**src/rtl/idp20_link_scheduler.sv**
```systemverilog
// rtl/idp20_link_scheduler.sv - round-robin burst scheduler sharing one IDP-20 encoder link
// Range-checks every granted word against the IDP code space and inserts guard idles between bursts.
module idp20_link_scheduler #(
    parameter int NREQ       = 4,
    parameter int W          = 15,
    parameter int CODE_SPACE = 21892,
    parameter int BURST_MAX  = 8,
    parameter int GUARD      = 1,
    parameter int IDLE_WORD  = 0,
    localparam int IW        = (NREQ > 1) ? $clog2(NREQ) : 1
) (
    input  logic              clock,
    input  logic              rst_n,
    input  logic [NREQ-1:0]   req_valid,
    input  logic [NREQ*W-1:0] req_data,
    output logic [NREQ-1:0]   req_ready,
    input  logic [NREQ-1:0]   err_clr,
    output logic [W-1:0]      enc_data,
    output logic              enc_valid,
    output logic [IW-1:0]     grant_id,
    output logic              busy,
    output logic [NREQ-1:0]   err_flag,
    output logic [15:0]       err_count
);
    localparam int BW = $clog2(BURST_MAX + 1);
    localparam int GW = (GUARD > 1) ? $clog2(GUARD + 1) : 1;

    typedef enum logic [1:0] {S_IDLE, S_SEND, S_GUARD} state_t;

    state_t          state_q, state_d;
    logic [IW-1:0]   rr_ptr_q, rr_ptr_d;
    logic [IW-1:0]   grant_q, grant_d;
    logic [BW-1:0]   burst_q, burst_d;
    logic [GW-1:0]   guard_q, guard_d;
    logic [W-1:0]    enc_data_q, enc_data_d;
    logic            enc_valid_q, enc_valid_d;
    logic [NREQ-1:0] err_flag_q, err_flag_d;
    logic [15:0]     err_count_q, err_count_d;
    logic [W-1:0]    word;
    logic [IW-1:0]   idx;
    logic            found;
    logic            release_grant;

    assign word = req_data[int'(grant_q)*W +: W];

    // Ready depends only on registered state, never on req_valid.
    always_comb begin
        req_ready = '0;
        if (state_q == S_SEND) req_ready[grant_q] = 1'b1;
    end

    always_comb begin
        state_d       = state_q;
        rr_ptr_d      = rr_ptr_q;
        grant_d       = grant_q;
        burst_d       = burst_q;
        guard_d       = guard_q;
        enc_data_d    = W'(IDLE_WORD);
        enc_valid_d   = 1'b0;
        err_flag_d    = err_flag_q & ~err_clr;
        err_count_d   = err_count_q;
        found         = 1'b0;
        idx           = '0;
        release_grant = 1'b0;
        case (state_q)
            S_IDLE: begin
                for (int i = 0; i < NREQ; i++) begin
                    idx = IW'((int'(rr_ptr_q) + i) % NREQ);
                    if (!found && req_valid[idx]) begin
                        found   = 1'b1;
                        grant_d = idx;
                    end
                end
                if (found) begin
                    burst_d = '0;
                    state_d = S_SEND;
                end
            end
            S_SEND: begin
                if (req_valid[grant_q]) begin
                    burst_d = burst_q + 1'b1;
                    if ({1'b0, word} < (W+1)'(CODE_SPACE)) begin
                        enc_data_d  = word;
                        enc_valid_d = 1'b1;
                    end else begin
                        // Set is applied after clear so a colliding clear loses.
                        err_flag_d[grant_q] = 1'b1;
                        if (err_count_q != 16'hFFFF) err_count_d = err_count_q + 1'b1;
                    end
                    if (burst_q == BW'(BURST_MAX - 1)) release_grant = 1'b1;
                end else begin
                    release_grant = 1'b1;
                end
                if (release_grant) begin
                    rr_ptr_d = (grant_q == IW'(NREQ - 1)) ? '0 : grant_q + 1'b1;
                    guard_d  = GW'(GUARD);
                    state_d  = (GUARD == 0) ? S_IDLE : S_GUARD;
                end
            end
            S_GUARD: begin
                guard_d = guard_q - 1'b1;
                if (guard_q <= GW'(1)) state_d = S_IDLE;
            end
            default: state_d = S_IDLE;
        endcase
    end

    always_ff @(posedge clock) begin
        if (!rst_n) begin
            state_q     <= S_IDLE;
            rr_ptr_q    <= '0;
            grant_q     <= '0;
            burst_q     <= '0;
            guard_q     <= '0;
            enc_data_q  <= W'(IDLE_WORD);
            enc_valid_q <= 1'b0;
            err_flag_q  <= '0;
            err_count_q <= '0;
        end else begin
            state_q     <= state_d;
            rr_ptr_q    <= rr_ptr_d;
            grant_q     <= grant_d;
            burst_q     <= burst_d;
            guard_q     <= guard_d;
            enc_data_q  <= enc_data_d;
            enc_valid_q <= enc_valid_d;
            err_flag_q  <= err_flag_d;
            err_count_q <= err_count_d;
        end
    end

    assign enc_data  = enc_data_q;
    assign enc_valid = enc_valid_q;
    assign grant_id  = grant_q;
    assign busy      = (state_q != S_IDLE);
    assign err_flag  = err_flag_q;
    assign err_count = err_count_q;
endmodule
```
**config.mk**
```make
export PLATFORM = sky130hd
export DESIGN_NAME = idp20_link_scheduler
export DESIGN_NICKNAME = d
export VERILOG_FILES = /design/src/rtl/idp20_link_scheduler.sv
export SDC_FILE = /design/constraint.sdc
export NUM_CORES = 1
export LEC_CHECK = 0
export CAP_MARGIN = 10
export CORE_MARGIN = 2
export CORE_UTILIZATION = 39
export CTS_BUF_LIST = sky130_fd_sc_hd__clkbuf_4
export DETAILED_ROUTE_END_ITERATION = 6
export PLACE_DENSITY = 0.81
export SLEW_MARGIN = 40
export SYNTH_ARGS = -nofsm -noshare
export SYNTH_HDL_FRONTEND = slang
export SYNTH_SLANG_ARGS = --single-unit
```
**constraint.sdc**
```tcl
create_clock -name clock -period 2.6 [get_ports clock]
set_clock_uncertainty 0.05 [all_clocks]
set_input_delay 0.52 -clock clock [delete_from_list [all_inputs] [get_ports clock]]
set_output_delay 0.52 -clock clock [all_outputs]
set_load 0.1 [all_outputs]
```
Word-level counts from Yosys, hierarchy flattened
Index checks and enable logic that the tools add are counted.
- register bits after elaboration: 47
- input bits: 70
- output and inout port bits: 43
- logic and storage cells: 101
- $add $sub $neg: 7
- multiply operators: 1
- $lt $le $gt $ge: 8
- eq/ne operators: 9
- shifts and indexed selects: 1
- muxes and demuxes: 42
- bitwise logic cells: 4
- reduce and logical (&&, ||, !) cells: 20
- operators with widths (cell ; number):
    $shiftx A60 B7 Y15 ; 1
    $mux W4 ; 6
    $mux W1 ; 19
    $add A16 B1 Y16 const B ; 1
    $mux W2 ; 8
    $ne A16 B16 Y1 const B ; 1
    $lt A15 B15 Y1 const B ; 1
    $lt A2 B3 Y1 const B ; 5
    $bmux W1 S2 ; 5
    $reduce_and A3 Y1 ; 3
    $pmux W4 S2 ; 1
    $reduce_and A4 Y1 ; 2
    $mul A2 B4 Y6 const B ; 1
    $pmux W2 S3 ; 1
    $reduce_and A2 Y1 ; 3
    $reduce_bool A2 Y1 ; 3
    $add A2 B1 Y2 const B ; 2
    $add A2 B2 Y2 const B ; 2
    $add A4 B1 Y4 const B ; 1
    $and A4 B4 Y4 ; 1
    $eq A2 B2 Y1 const B ; 2
    $eq A4 B3 Y1 const B ; 1
    $logic_and A1 B1 Y1 ; 4
    $ne A2 B1 Y1 const B ; 2
    13 further kinds ; 16

Logic depth before layout (Yosys ltp)
- word-level depth: 18
- depth in mapped cells: 9
- mapped depth without buffers: 6

Worst setup path before layout
OpenSTA, ideal clock, no wires.
- kind: register -> register
- from: register grant_q[0], in the netlist grant_id[0]
- to: register err_count_q[15], in the netlist err_count[15]
- arrival time: 3.011 ns
- data required time: 2.431 ns
- slack: -0.580 ns
- cell stages (with the launch flop): 10
- path through: dfxtp_1 -> buf_6 -> buf_6 -> mux4_2 -> nor3_1 -> a211oi_4 -> o21ai_2 -> buf_4 -> nor3_1 -> o221a_1
- longest elaborated chain between the ends: 5
- RTL lines (item ; RTL line ; source):
    start, declared ; 32 ; logic [IW-1:0] grant_q, grant_d;
    start signal, assigned ; 122 ; grant_q <= grant_d;
    $mul A2 B4 Y6 ; 44 ; assign word = req_data[int'(grant_q)*W +: W];
    $shiftx A60 B7 Y15 ; 44 ;
    $lt A15 B15 Y1 ; 82 ; if ({1'b0, word} < (W+1)'(CODE_SPACE)) begin
    $not A1 Y1 (no source line) ; - ;
    $reduce_and A4 Y1 (no source line) (*) ; - ;
    end signal, assigned ; 128 ; err_count_q <= err_count_d;
    end, declared ; 38 ; logic [15:0] err_count_q, err_count_d;
Every way passes the cells marked *; elsewhere a longest branch is shown, timed or not. The select of a mux whose other input is x is not followed.
A chain may end at the register's enable or synchronous reset.

Worst setup path in the final report
- from: input req_data[58]
- to: register err_count_q[11], in the netlist err_count[11]
- longest elaborated chain between the ends: 4
- RTL lines (item ; RTL line ; source):
    start, declared ; 15 ; input logic [NREQ*W-1:0] req_data,
    $shiftx A60 B7 Y15 ; 44 ;
    $lt A15 B15 Y1 ; 82 ;
    $not A1 Y1 (no source line) ; - ;
    $reduce_and A4 Y1 (no source line) ; - ;
No other way between the ends.

==> summary.md <==
| Metric | Value |
|---|---|
| Total Routing Usage GR | `0.208` |
| CP endpoint kind | `register` |
| Die Height | `83.8 um` |
| Seq/Total Area, Yosys | `0.371` |
| H-tree Lvls | `2` |
| Top cells by area, synth | `dfxtp_1, mux4_2, and2_1, ha_1, inv_1` |
| Tcrit/Tclk final | `0.990` |
| Tmin final | `2.57 ns` |
| GPL Wtd Cong | `0.825` |
| Critical path type | `in2reg` |
| TritonCTS clock tree | `built` |
| Initial Utilization | `0.398` |
| Filler Cell Count | `535` |
| Crit-path slowest cell | `mux4_2` |
| Synth top cells by count | `dfxtp_1, and2_1, inv_1, nand2_1, mux4_2` |
| Hold Fails Final Rpt | `0` |
| Pre-CTS setup slack | `-0.340 ns` |
| CP arrival | `2.80 ns` |
| GR Overflow Total | `0` |
| Diode count | `0` |
| Number of vias per cell | `5.25` |
| Leak Pwr | `1.51 nW` |
| Die width | `83.8 um` |
| Share of cells above drive strength 1 | `0.308` |
| Vias in the first global route | `2458` |
| Buf/Inv on CP | `2` |
| Synthesis-to-finish area growth | `56.5%` |
| Largest stage delay, worst path | `0.51 ns` |
| Clk Latency, worst-skew pair | `0.35 ns` |
| Die area | `7020 um2` |
| Cell family with most CP delay | `simple AND/OR/NAND/NOR gates` |
| Root buffer cell | `clkbuf_4` |
| Initial antenna violation count | `0` |
| Most frequent cell after synthesis | `dfxtp_1` |
| CP startpoint kind | `input port` |
| Yosys warnings | `0` |
| IO buf count | `112` |
| DR iter-0 viols | `163` |
| Post-synthesis cell type count | `49` |
| Synthesized instance count | `252` |
| Vias | `2430` |
| Drt drc | `0` |
| Max Fclk | `0.388 GHz` |
| Synth top area share | `0.371` |
| Ys async rst share | `0` |
| Post-synthesis instance area | `2480 um2` |
| Synth area leader | `dfxtp_1` |
| Fin. max-slew vios | `0` |
| Cell Chain, Critical Path | `clkdlybuf4s50_1 > mux4_2 > nand4b_4 > a211oi_4 > o21ai_2 > buf_12 > or4_1 > a21oi_1` |
| Required time worst endpoint | `2.83 ns` |
| Mean Syn Cell Area | `9.85 um2` |
| Rel. slew slack | `0.740` |
| Power Density | `472 nW/um2` |
| FP Rows | `29` |
| Final WS setup | `0.0251 ns` |
| Setup violations, final | `0` |
| Core area | `6240 um2` |
| Clk buf depth | `2` |
| Slew @ Worst Pin | `0.390 ns` |
| CTS Sinks | `46` |
| Reg clk slew, reported paths | `0.13 ns` |
| Run status | `finished clean` |
| Max-cap viol count | `0` |
| CP Max Fanout | `18` |
| Main synth FF type | `dfxtp_1` |
| Wire length per cell | `15.7 um` |
| Dpl hpwl | `5740 um` |
| Worst hold path class | `reg2reg` |
| # IOs | `113` |
| Post-cts resize count | `0` |
| Worst vdd ir | `0.416 mV` |
| TritonCTS buffer count | `5` |
| Antenna-violating nets left | `0` |
| Post-layout net count | `462` |
| Syn_nets | `328` |
| Synth Register Bits | `46` |
| Fin Hold WS | `0.429 ns` |
| Pin count of the biggest net entering global routing | `20` |
| Detailed Route WL | `7270 um` |
| DR pass1 iterations | `4` |
| EDFF count, synth | `0` |
| First-pass GRT wire length | `11900 um` |
[power breakdown]
part           internal (mW)  switching, mW  total (mW)
Combinational          0.298          0.361       0.659
Clock                  0.195          0.220       0.414
Sequential             0.730         0.0294       0.759
Total                   1.22          0.610        1.83
[cell type report]
cell class,instances,area (um2),area share
inverters,18,67.6,0.0174
flip-flops and latches,46,946,0.244
clock inverters,2,33.8,0.00870
repair buffers,140,1260,0.325
clock buffers,5,37.5,0.00966
well taps,77,96.3,0.0248
multi-input cells,175,1440,0.371
[path summary, 6_finish.rpt]
check	from	to	slack, ns	cells past startpoint
max	req_data[58]	err_count[11]	0.03	8
min	err_count[6]	err_count[6]	0.43	2
max reg2reg	grant_id[0]	err_count[11]	0.11	7
min reg2reg	err_count[6]	err_count[6]	0.43	2
[cells by family after synthesis]
kind of cell / share of synthesized area
compound gates: 0.119
xor+xnor: 0.0106
fa+ha+maj: 0.0303
buf+inv: 0.0565
flops: 0.371
mux: 0.169
simple gates: 0.244
[layer usage]
metal,up-vias,track usage,part of all wire
li1,1189,-,-
met1,1172,0.244,0.40
met2,57,0.386,0.54
met3,12,0.0356,0.032
met4,0,0.0572,0.022
met5,-,0,0
[registers in the layout, summed over array words and instances (netlist names)]
register / cells
enc_data: 15
state_q: 2
err_count: 16
grant_id: 2
rr_ptr_q: 2
enc_valid: 1
err_flag: 4
burst_q: 4
[placed cells by master, fill, tap and decap left out, types with 9 or more instances in the layout]
master           instances
nand2_1                 18
a21oi_1                 13
inv_1                   18
nand3_1                  9
dfxtp_1                 30
and2_1                  25
mux4_2                  16
nor2_1                  11
dfxtp_2                 14
clkdlybuf4s50_1         69
buf_4                   68
[tightest hold or removal path: cells and delay by family (launching register included)]
family	cells	cell delay, ns
flops	1	0.35
mux	1	0.05
simple gates	1	0.05
[metrics by stage]
stage / instances / cell area, um2 / util / total power [mW] / setup TNS, ns
final: 463 / 3880 / 0.622 / 1.83 / 0
after global routing: 463 / 3880 / 0.622 / 1.91 / -0.0602
after CTS: 459 / 3850 / 0.617 / 1.83 / 0
after detailed placement: 452 / 3780 / 0.606 / 1.42 / -5.65
after global placement: 452 / 3780 / 0.606 / 1.41 / -4.99
after floorplan: 252 / 2530 / - / 1.18 / -0.0350
[repair_timing]
| action | 4_1_cts | 5_1_grt |
|---|---|---|
| buffers inserted | 0 | 4 |
| hold buffers | 0 | 0 |
| endpoints found under the setup margin | 0 | 5 |
| hold endpoints to repair | 0 | 0 |
Power figures use the tool's default switching activity.
==> variant 1: new RTL, config.mk and constraints unchanged <==
The parameter `BURST_MAX` goes from 8 to 16.
--- a/src/rtl/idp20_link_scheduler.sv
+++ b/src/rtl/idp20_link_scheduler.sv
@@ -4,7 +4,7 @@
     parameter int NREQ       = 4,
     parameter int W          = 15,
     parameter int CODE_SPACE = 21892,
-    parameter int BURST_MAX  = 8,
+    parameter int BURST_MAX  = 16,
     parameter int GUARD      = 1,
     parameter int IDLE_WORD  = 0,
     localparam int IW        = (NREQ > 1) ? $clog2(NREQ) : 1
Function: changed (a bounded check fails within 10 cycles, from zero or initial values and one cycle with rst_n low).
==> variant 1 against the unedited design <==
- the flow now finishes with violations (setup timing)
- sequential cell count up 1
- cell area up 0.19%
- largest cell class unchanged
- synthesized area up 2.2%
- final cell count up 0.43%
- routed wire length down 0.14%
- worst setup slack worse by 0.029 ns
- critical endpoint is now enc_data[6]
- synthesized cell count up 2.0%
- total power up 4.8%
==> variant 1: results (changes against the unedited design) <==
Run status
  • Outcome: finished with violations
  • Failing checks: setup timing

Route
  • WL final: 7260 um (-0.14%)
  • Top Layer Used: met4
  • Routed length on met2: 3700 um (-6.3%)
  • Met1 wire length: 3020 um (+3.4%)
  • DRT iter0 DRCs: 78 (-52%)
  • Via count: 2418 (-0.49%)
  • TritonRoute pass-1 iters: 4 (unchanged)
  • DR WL met3: 325 um (+39%)
  • Vias per std cell: 5.20 (-0.92%)

Place
  • IO buf count: 112 (unchanged)
  • Place WS: -0.509 ns (-0.169 ns)
  • DP HPWL: 5630 um (-1.8%)
  • Placed Area: 0.00378 mm2 (about the same)
  • DP Cell Count: 455 (+0.66%)
  • Placer Congestion: 0.814 (-1.3%)

Setup path
  • Worst-path fanout max: 16 (-2)
  • Crit path arrival time: 2.88 ns (+0.08 ns)

Logic synthesis
  • Synth cell count leaders: dfxtp_1 (47), and2_1 (21), nand2_1 (21), nor2_1 (21), a21oi_1 (17)
  • Post-synth ARST share: 0% (unchanged)
  • Cells after Synth: 257 (+2.0%)
  • Syn. warnings: 0 (unchanged)
  • Synth cell types: 46 (-6.1%)
  • Ranking of synthesized cells by area: dfxtp_1 (37%), mux4_1 (16%), and2_1 (5.2%), ha_1 (3.5%), a21oi_1 (3.4%)
  • Register area share after synthesis: 37.1% (about the same)
  • Post-synth net total: 334 (+1.8%)

CTS
  • Max clock buf depth: 2 (unchanged)
  • Clock Latency Late Sink: 0.38 ns (+0.03 ns)
  • Worst-path clk slew: around 0.14 ns
  • Num CTS Buffers: 5 (unchanged)
  • CTS HTree Levels: 2 (unchanged)
  • CTS root buf: clkbuf_4

Min path
  • Hold crit path type: register to register

Cells and area
  • Antenna cells: 0 (unchanged)
  • Largest register FFs: 16 (unchanged)
  • Share of layout cells above drive strength 1: 22.9% (-7.9 points)

Timing
  • Slew at the pin with the worst max-slew slack: 0.805 ns (+0.415 ns)
  • TNS Setup: -0.00972 ns (-0.00972 ns)
  • Final setup margin: -0.00371 ns (-0.0289 ns)
  • Final setup violating endpoints: 3 (+3)

GRT
  • Initial antenna violation count: 0 (unchanged)
  • Vias in the first global route: 2455 (-0.12%)
  • Largest net degree at the start of global routing: 26 (+30%)
  • First-pass GRT wire length: 11900 um (+0.52%)
  • Total GRT Usage: 21.0% (+0.21 points)

Power and ir drop
  • Leak Pwr: 1.55 nW (+2.4%)
  • VDD IR max: 355 uV (-15%)
variant 1: changes by cell type in the layout (fill, tap and decap cells not counted), sizes merged, moves of 6 or more:
cell	change
buf	-6
clkdlybuf4s50	-6
dlygate4sd2	+6
nor2	+11
o21ai	+7
variant 1: where the power goes:
part           switching, mW  internal [mW]  leakage (nW)
logic                  0.380          0.301          1.13
clock network          0.262          0.203        0.0432
registers             0.0266          0.747         0.381
total                  0.669           1.25          1.55
variant 1: critical path: stages:
cell	delay (ns)
clkdlybuf4s50_1	0.42
mux4_2	0.47
or4_4	0.57
o211ai_4	0.23
buf_4	0.17
nand2_4	0.08
nor2_4	0.13
buf_12	0.14
and2_1	0.13
variant 1: metal layers:
metal | vias up | track usage [%]
li1 | 1196 | -
met1 | 1136 | 25.5
met2 | 69 | 35.5
met3 | 17 | 4.13
met4 | 0 | 10.2
met5 | - | 0
variant 1: cells by family after synthesis:
logic type / synth area share (%)
AND/OR/NAND/NOR: 22.0
buffers and inverters: 4.83
flip-flops: 37.1
adder cells (fa/ha/maj): 3.45
AO/OA/AOI/OAI: 13.0
multiplexers: 17.6
XOR/XNOR: 2.07
variant 1: path summary, 6_finish.rpt:
kind | startpoint | end | slack [ns] | cells past startpoint
worst max-delay path | req_data[19] | enc_data[6] | -0.004 | 9
worst min-delay path | burst_q[1] | burst_q[1] | 0.45 | 2
worst max register to register | grant_id[0] | enc_data[6] | 0.01 | 8
worst min register to register | burst_q[1] | burst_q[1] | 0.45 | 2
variant 1: cell type report:
type	instances	area, um2
fillers	543	2420
clock buffers	5	37.5
repair buffers	134	1240
multi-input cells	185	1480
well taps	77	96.3
inverters	14	52.6
flip-flops and latches	47	948
clock inverters	3	42.5
variant 1: through the flow:
step	util [%]	hold slack [ns]
finish	61.6	0.450
global route	61.6	0.475
CTS	61.6	0.451
detailed placement	59.9	0.426
global placement	59.9	0.419
floorplan	-	0.414
variant 1: timing repair:
item	in CTS	in global routing
endpoints found under the hold margin	0	0
buffers inserted	1	1
gates resized for setup	8	7
endpoints found under the setup margin	28	35
pin swaps	1	2
==> variant 2: new RTL, same flow settings <==
Made on the original files. The 3 states of `state_t` get a one-hot encoding in 3 bits.
--- a/src/rtl/idp20_link_scheduler.sv
+++ b/src/rtl/idp20_link_scheduler.sv
@@ -25,7 +25,7 @@
     localparam int BW = $clog2(BURST_MAX + 1);
     localparam int GW = (GUARD > 1) ? $clog2(GUARD + 1) : 1;
 
-    typedef enum logic [1:0] {S_IDLE, S_SEND, S_GUARD} state_t;
+    typedef enum logic [2:0] {S_IDLE = 3'b001, S_SEND = 3'b010, S_GUARD = 3'b100} state_t;
 
     state_t          state_q, state_d;
     logic [IW-1:0]   rr_ptr_q, rr_ptr_d;
Check against the original RTL: no difference found for any inputs over 4 cycles, from zero or initial values and one cycle with rst_n low; so few cycles prove little.
==> variant 2 against the unedited design <==
- the run now ends with setup timing left
- worst hold slack improved by 0.0081 ns
- cell area increased by 3.2%
- sequential cell count increased by 1
- critical path depth unchanged
- total power increased by 3.8%
- worst setup slack got worse by 0.071 ns
- routed wire length increased by 6.6%
- non-clock buffer count increased by 10
- final cell count increased by 1.5%
- count of clock-buffer cells in the layout increased by 1
- synthesized area decreased by 1.3%
- largest power group unchanged
==> variant 2: results (changes against the unedited design) <==
Timing
  • TNS Setup: -0.0461 ns (-0.0461 ns)
  • WHS: 0.437 ns (+0.00808 ns)
  • Final setup margin: -0.0461 ns (-0.0713 ns)
  • Final setup violating endpoints: 1 (+1)

GRT
  • GR Layer Usage met2: 39.4% (+0.82 points)
  • Met3 Resource Use GR: 3.58% (+0.018 points)
  • First-pass GRT wire length: 12600 um (+6.0%)
  • Vias in the first global route: 2577 (+4.8%)
  • Met1 track demand over resource: 26.5% (+2.1 points)
  • Largest net degree at the start of global routing: 17 (-15%)
  • Total GRT Usage: 22.6% (+1.9 points)

Setup path
  • Worst-path fanout max: 6 (-12)
  • Worst reg2reg endpoint: err_count[14]
  • Critical path origin: grant_id[0]
  • Slowest stage delay, CP: 0.58 ns (+0.07 ns)
  • Slowest-stage cell, CP: or4b_4

Place
  • Placed Area: 0.00377 mm2 (-0.26%)
  • Place WS: -0.645 ns (-0.305 ns)
  • DP HPWL: 6050 um (+5.5%)
  • Placer Congestion: 0.843 (+2.2%)

Min path
  • Worst Hold End: err_flag[2]
  • Worst hold start: err_flag[2]

Power and ir drop
  • Leak Pwr: 1.58 nW (+4.7%)
  • VDD IR max: 341 uV (-18%)

Route
  • Met1 wire length: 3150 um (+7.8%)
  • DR WL met3: 335 um (+44%)
  • WL final: 7750 um (+6.6%)
  • Routed length on met2: 3930 um (-0.48%)

Cells and area
  • Non-filler cells, final: 470 (+1.5%)
  • Share of layout cells above drive strength 1: 30.9% (+0.057 points)
  • Fill count: 470 (-12%)

CTS
  • Clock Latency Late Sink: 0.37 ns (+0.02 ns)

Logic synthesis
  • Synth cell types: 42 (-14%)
  • Register area share after synthesis: 38.4% (+1.3 points)
  • Ranking of synthesized cells by area: dfxtp_1 (38%), mux4_2 (13%), and2_1 (5.4%), a21oi_1 (3.1%), ha_1 (3.1%)
  • Post-synth net total: 324 (-1.2%)
  • Complex-gate fraction of the synthesized area: 12.1% (+0.26 points)
  • Mean Syn Cell Area: 9.87 um2 (+0.28%)
  • Synth Area in XOR/XNOR: 2.50% (+1.4 points)
  • Synth top area share: 38.4% (+1.3 points)

Run status
  • Outcome: finished with violations
  • Failing checks: setup timing
## variant 2: cell type report
type	count	area, um2	share of cell area [%]
multi-input cells	183	1480	36.8
repair buffers	150	1360	33.9
flip-flops and latches	47	948	23.7
well taps	75	93.8	2.34
clock inverters	2	60.1	1.50
clock buffers	6	45.0	1.12
inverters	7	26.3	0.655
## variant 2: power by group
group | internal, mW | total [mW] | leakage (nW) | switching [mW]
registers | 0.738 | 0.753 | 0.381 | 0.0158
logic | 0.297 | 0.605 | 1.15 | 0.308
clock network | 0.311 | 0.544 | 0.0559 | 0.234
total | 1.34 | 1.90 | 1.58 | 0.557
## variant 2: kinds of logic after synthesis
kind of cell,after synthesis
mux,21
buf+inv,19
xor+xnor,7
fa+ha+maj,6
flops,47
simple gates,104
compound gates,44
## variant 2: what timing repair did
action,4_1_cts,5_1_grt
setup endpoints to repair,30,35
resized for setup,20,15
buffers inserted,5,3
gates cloned,1,1
pin swaps,7,3
endpoints found under the hold margin,0,0
